File: src/rtl/register_file_2r1w.sv
// ============================================================================
// Module      : register_file_2r1w
// Description : 2-read / 1-write general register file with registered read
//               data and a sequential clear sweep after reset or on clr_req.
//               Optional write-to-read bypass: define REGFILE_BYPASS_EN.
// Revision    : 1.0 - initial release
// ============================================================================
`default_nettype none

module register_file_2r1w #(
    parameter int DATA_W  = 16,
    parameter int ADDR_W  = 5,
    parameter int R0_ZERO = 1
) (
    input  logic              clk,
    input  logic              reset,
    input  logic              clr_req,
    output logic              ready,
    input  logic              reg_r_en_a,
    input  logic [ADDR_W-1:0] reg_r_idx_a,
    output logic [DATA_W-1:0] reg_r_data_a,
    output logic              reg_r_valid_a,
    input  logic              reg_r_en_b,
    input  logic [ADDR_W-1:0] reg_r_idx_b,
    output logic [DATA_W-1:0] reg_r_data_b,
    output logic              reg_r_valid_b,
    input  logic              reg_w_en,
    input  logic [ADDR_W-1:0] reg_w_idx,
    input  logic [DATA_W-1:0] reg_w_data
);

    localparam int                c_DEPTH   = 2 ** ADDR_W;
    localparam logic [ADDR_W-1:0] c_LAST    = ADDR_W'(c_DEPTH - 1);
    localparam logic [ADDR_W-1:0] c_ONE     = ADDR_W'(1);
    localparam logic              c_R0_ZERO = (R0_ZERO != 0);

    typedef enum logic [0:0] {
        S_INIT  = 1'b0,
        S_READY = 1'b1
    } state_t;

    state_t              r_state;
    state_t              w_state_nxt;
    logic [ADDR_W-1:0]   r_cnt;
    logic [ADDR_W-1:0]   w_cnt_nxt;
    logic                r_ready;

    logic [DATA_W-1:0]   r_mem [c_DEPTH];
    logic                w_mem_we;
    logic [ADDR_W-1:0]   w_mem_addr;
    logic [DATA_W-1:0]   w_mem_wdata;

    logic                w_w_r0;
    logic                w_wr_accept;
    logic [DATA_W-1:0]   w_rd_a;
    logic [DATA_W-1:0]   w_rd_b;
    logic [DATA_W-1:0]   r_data_a;
    logic [DATA_W-1:0]   r_data_b;
    logic                r_valid_a;
    logic                r_valid_b;

    // A write is dropped outside READY, when it targets a hardwired r0, or
    // when it coincides with a clear request.
    assign w_w_r0      = c_R0_ZERO && (reg_w_idx == '0);
    assign w_wr_accept = (r_state == S_READY) && reg_w_en && !clr_req && !w_w_r0;

    // ------------------------------------------------------------------
    // Control FSM: state, sweep counter and the registered ready flag
    // ------------------------------------------------------------------
    always_ff @(posedge clk or negedge reset) begin
        if (!reset) begin
            r_state <= S_INIT;
            r_cnt   <= '0;
            r_ready <= 1'b0;
        end else begin
            r_state <= w_state_nxt;
            r_cnt   <= w_cnt_nxt;
            r_ready <= (w_state_nxt == S_READY);
        end
    end

    always_comb begin
        w_state_nxt = r_state;
        w_cnt_nxt   = r_cnt;
        w_mem_we    = 1'b0;
        w_mem_addr  = reg_w_idx;
        w_mem_wdata = reg_w_data;
        case (r_state)
            S_INIT: begin
                w_mem_we    = 1'b1;
                w_mem_addr  = r_cnt;
                w_mem_wdata = '0;
                if (clr_req) begin
                    w_cnt_nxt = '0;
                end else if (r_cnt == c_LAST) begin
                    w_state_nxt = S_READY;
                    w_cnt_nxt   = '0;
                end else begin
                    w_cnt_nxt = r_cnt + c_ONE;
                end
            end
            S_READY: begin
                if (clr_req) begin
                    w_state_nxt = S_INIT;
                    w_cnt_nxt   = '0;
                end else begin
                    w_mem_we = w_wr_accept;
                end
            end
            default: begin
                w_state_nxt = S_INIT;
                w_cnt_nxt   = '0;
            end
        endcase
    end

    // Storage carries no reset; the INIT sweep zeroes it.
    always_ff @(posedge clk) begin
        if (w_mem_we) begin
            r_mem[w_mem_addr] <= w_mem_wdata;
        end
    end

    // ------------------------------------------------------------------
    // Read-data selection (bypass, then the r0 override on top)
    // ------------------------------------------------------------------
    always_comb begin
        w_rd_a = r_mem[reg_r_idx_a];
        w_rd_b = r_mem[reg_r_idx_b];
`ifdef REGFILE_BYPASS_EN
        if (w_wr_accept && (reg_w_idx == reg_r_idx_a)) begin
            w_rd_a = reg_w_data;
        end
        if (w_wr_accept && (reg_w_idx == reg_r_idx_b)) begin
            w_rd_b = reg_w_data;
        end
`else
        if (w_wr_accept && (reg_w_idx == reg_r_idx_a)) begin
            w_rd_a = r_mem[reg_r_idx_a];
        end
        if (w_wr_accept && (reg_w_idx == reg_r_idx_b)) begin
            w_rd_b = r_mem[reg_r_idx_b];
        end
`endif
        if (c_R0_ZERO && (reg_r_idx_a == '0)) begin
            w_rd_a = '0;
        end
        if (c_R0_ZERO && (reg_r_idx_b == '0)) begin
            w_rd_b = '0;
        end
    end

    // ------------------------------------------------------------------
    // Registered read ports
    // ------------------------------------------------------------------
    always_ff @(posedge clk or negedge reset) begin
        if (!reset) begin
            r_data_a  <= '0;
            r_valid_a <= 1'b0;
            r_data_b  <= '0;
            r_valid_b <= 1'b0;
        end else if (r_state != S_READY) begin
            r_data_a  <= '0;
            r_valid_a <= 1'b0;
            r_data_b  <= '0;
            r_valid_b <= 1'b0;
        end else begin
            r_valid_a <= reg_r_en_a;
            r_valid_b <= reg_r_en_b;
            if (reg_r_en_a) begin
                r_data_a <= w_rd_a;
            end
            if (reg_r_en_b) begin
                r_data_b <= w_rd_b;
            end
        end
    end

    assign ready         = r_ready;
    assign reg_r_data_a  = r_data_a;
    assign reg_r_valid_a = r_valid_a;
    assign reg_r_data_b  = r_data_b;
    assign reg_r_valid_b = r_valid_b;

endmodule

`default_nettype wire

File: config.mk
export PLATFORM = sky130hd
export DESIGN_NAME = register_file_2r1w
export DESIGN_NICKNAME = d
export VERILOG_FILES = /design/src/rtl/register_file_2r1w.sv
export SDC_FILE = /design/constraint.sdc
export NUM_CORES = 1
export LEC_CHECK = 0
export ABC_AREA = 1
export BUFFER_PORTS_ARGS = -buffer_cell sky130_fd_sc_hd__buf_4
export CAP_MARGIN = 30
export CORE_UTILIZATION = 45
export CTS_CLUSTER_SIZE = 30
export DETAILED_ROUTE_END_ITERATION = 10
export PLACE_DENSITY = 0.69
export SETUP_SLACK_MARGIN = 0.15
export SLEW_MARGIN = 5
export SYNTH_ARGS = -nofsm -noshare
export SYNTH_HDL_FRONTEND = slang
export SYNTH_SLANG_ARGS = --single-unit
File: constraint.sdc
create_clock -name clk -period 6.45 [get_ports clk]
set_input_delay 0.3225 -clock clk [delete_from_list [all_inputs] [get_ports clk]]
set_output_delay 0.3225 -clock clk [all_outputs]
set_load 0.005 [all_outputs]
==> out/metrics.cfg <==
[run_status]
status=complete, no violations

[global_routing]
grt_pass1_wl_um=141000
grt_antenna_before_repair=2
grtUsageMet3_pct=5.96
use_met2_pct=46.3
track_usage_pct=30.1
grtUsageMet1_pct=41.8
grt_max_degree=194
first_global_vias=21600
grt-ovfl-total=0
grt-busiest-layer=met2

[die]
die_h_um=254
die_w_um=254
ios=72
dieArea_um2=64400
coreArea_um2=62200
rows=91
initial_core_util_pct=45.9

[setup_path]
cp_data_arrival_time_ns=3.89
critPathRequiredTime_ns=6.70
cp-start-kind=flip-flop
slowest_stage=nor2_2
crit_chain=inv_2, or2_2, o21ai_1, nand3_1, nor2_2
crit_type=flip-flop to flip-flop
max_stage_delay_ns=0.96
crit_fanout=28
crit_path_end_kind=flip-flop

[clocking]
cts_setup_buffers=0
htree_num_levels=2
clkSinkCount=552
clk_pin_slew_ns=0.06
tritoncts=yes
ctsResizeCount=0
clock_latency_ns=0.63
clockBufferDepth=3
cts-root-buf=clkbuf_16
cts_buffers=60

[power]
power_mw=8.23
power_density_nw_per_um2=258
max-vdd-ir-drop_mv=0.179
leakagePower_nw=13.8

[drt]
wl_per_cell_um=22.8
drtPass1Iterations=6
vias_per_cell=5.63
drc=0
via_count=24000
first_iter_violations=3478
wl_um=97200
detail-route-antenna-nets=0

[sta]
finalClockSkew_ns=0.0168
fin_crit_sh_pct=56.4
fin_tns_setup_ns=0
min_period_ns=3.64
layout_setup_ws_ns=2.81
worst_pin_slew_ns=1.05
slew_viol_final=0
setup_viol=0
clock.fmax_mhz=275
hold_viol=0
relSlewSlack_pct=29.7
rsz0062_at_grt=no

[finish]
diodes=0
area_growth_pct=11.8
fillers=5771
layout-drive-gt1-share_pct=8.18
final_cells=4258
num-nets-final=3411

[synthesis]
syn_area_um2=28500
avgSynthCellArea_um2=8.45
ys_ff_latch=552
yosysSeqAreaShare_pct=57.4
synth_nets=3418
netlist_instances=3379
yosys_warnings=0
synth_cell_types=31

[hold_path]
worstHoldPathType=input port to flip-flop

[placement]
io_buffers=71
dpl.hpwl_um=59000
place_ws_ns=2.88
dpl.cell_count=4140
finalWeightedCongestion=0.936

[run]
maxCapViolations=0

==> layout by cell type (no fill, tap or decap), drive strengths merged <==
master	synthesis	routed
nand2	1155	1155
nand3	606	606
edfxtp	512	512
inv	415	413
nor2	197	197
buf	184	140
o21ai	114	114
clkbuf	27	81
o211ai	67	67
a21oi	51	51
dfrtp	40	40
clkinv	2	24
bufinv	0	8
or2	3	3
ha	2	2
clkinvlp	0	2
dlygate4sd3	0	2
xor2	1	1
o32ai	1	1
xnor2	1	1
nor4	1	1
==> layer usage <==
metal / vias to the layer above / routed length [um]
met1: 11200 / 38300
li1: 11000 / -
met3: 236 / 11400
met5: - / 0
met2: 1491 / 43600
met4: 0 / 3960
==> path summary, 6_finish.rpt <==
check	start	to	slack, ns	cells past startpoint
setup / recovery	ready$_DFF_PN0_	r_mem[25][2]$_DFFE_PP_	2.81	5
hold / removal	reg_r_en_a	reg_r_valid_a$_DFF_PN0_	0.06	3
setup reg to reg	ready$_DFF_PN0_	r_mem[25][2]$_DFFE_PP_	2.81	5
hold reg to reg	reg_r_data_b[12]$_DFFE_PN0P_	reg_r_data_b[12]$_DFFE_PN0P_	0.50	2
max in group asynchronous	reset	reg_r_data_b[12]$_DFFE_PN0P_	5.71	2
min in group asynchronous	reset	r_cnt[1]$_DFFE_PN0P_	0.26	2
==> power by group <==
group | leakage [nW] | total [mW] | switching (mW) | internal [mW]
registers | 5.05 | 3.91 | 0.0131 | 3.90
logic | 7.72 | 0.723 | 0.540 | 0.183
clock network | 1.00 | 3.59 | 1.45 | 2.14
==> final cells by class <==
class                      instances  area, um^2  share of cell area (%)
sequential                       552       16400                    51.3
multi-input combinational       2199        9620                    30.1
clock buffer                      81        1690                    5.30
inverter                         417        1580                    4.95
timing repair buffer             142        1270                    3.97
tap                              837        1050                    3.28
clock inverter                    30         344                    1.08
==> logic make-up after synthesis <==
group	count (synthesis)	synth area share (%)
and+or+nand+nor	1962	28.6
buffers and inverters	628	9.16
DFF	552	57.4
AOI/OAI and AO/OA	233	4.73
xor gates and xnor gates	2	0.0614
adders and majority gates	2	0.0877
==> through the flow <==
stage          utilization, %  hold WS, ns  area [um^2]
3_3_place_gp             47.5        0.367        29500
4_1_cts                  51.2      0.00969        31800
5_1_grt                  51.3       0.0633        31900
3_5_place_dp             47.9        0.375        29800
2_1_floorplan               -       0.0269        28500
6_report                 51.3       0.0550        31900
==> cells in the mapped netlist <==
cell type  count  share of area, %
buf_1         25              0.33
ha_1           2             0.088
a21oi_1       49              0.86
nor4_1         1             0.022
inv_2          8              0.11
inv_1        406               5.3
buf_6          1             0.039
nand3_2        2             0.070
nor2_4         1             0.039
edfxtp_1     512                54
inv_4          1             0.022
nor2_1       193               2.5
xnor2_1        1             0.031
or2_2          2             0.044
buf_2        138               2.4
clkinv_1       2             0.026
o21ai_0      112               2.0
nand3_1      604                11
clkbuf_1      27              0.36
buf_4         20              0.53
o32ai_1        1             0.031
dfrtp_1       40               3.5
a21oi_2        2             0.061
or2_1          1             0.022
o21ai_2        1             0.031
o211ai_1      67               1.8
o21ai_1        1             0.018
xor2_1         1             0.031
nor2_2         3             0.066
nand2_2        2             0.044
nand2_1     1153                15
==> timing repair <==
action,CTS,global route
hold buffers,2,0
hold endpoints to repair,44,0
setup endpoints to repair,0,0
==> critical path: cells and delay by family (launching register included) <==
family / cells / cell delay (ns)
and+or+nand+nor: 3 / 1.91
DFF: 1 / 0.91
buffers and inverters: 1 / 0.26
AOI/OAI and AO/OA: 1 / 0.16
==> state kept, by name, indices dropped and copies added, names as in the netlist <==
name	count
r_mem	512
reg_r_valid_a	1
reg_r_data_b	16
r_cnt	5
reg_r_valid_b	1
reg_r_data_a	16
ready	1
(Power assumes the default switching activity.)
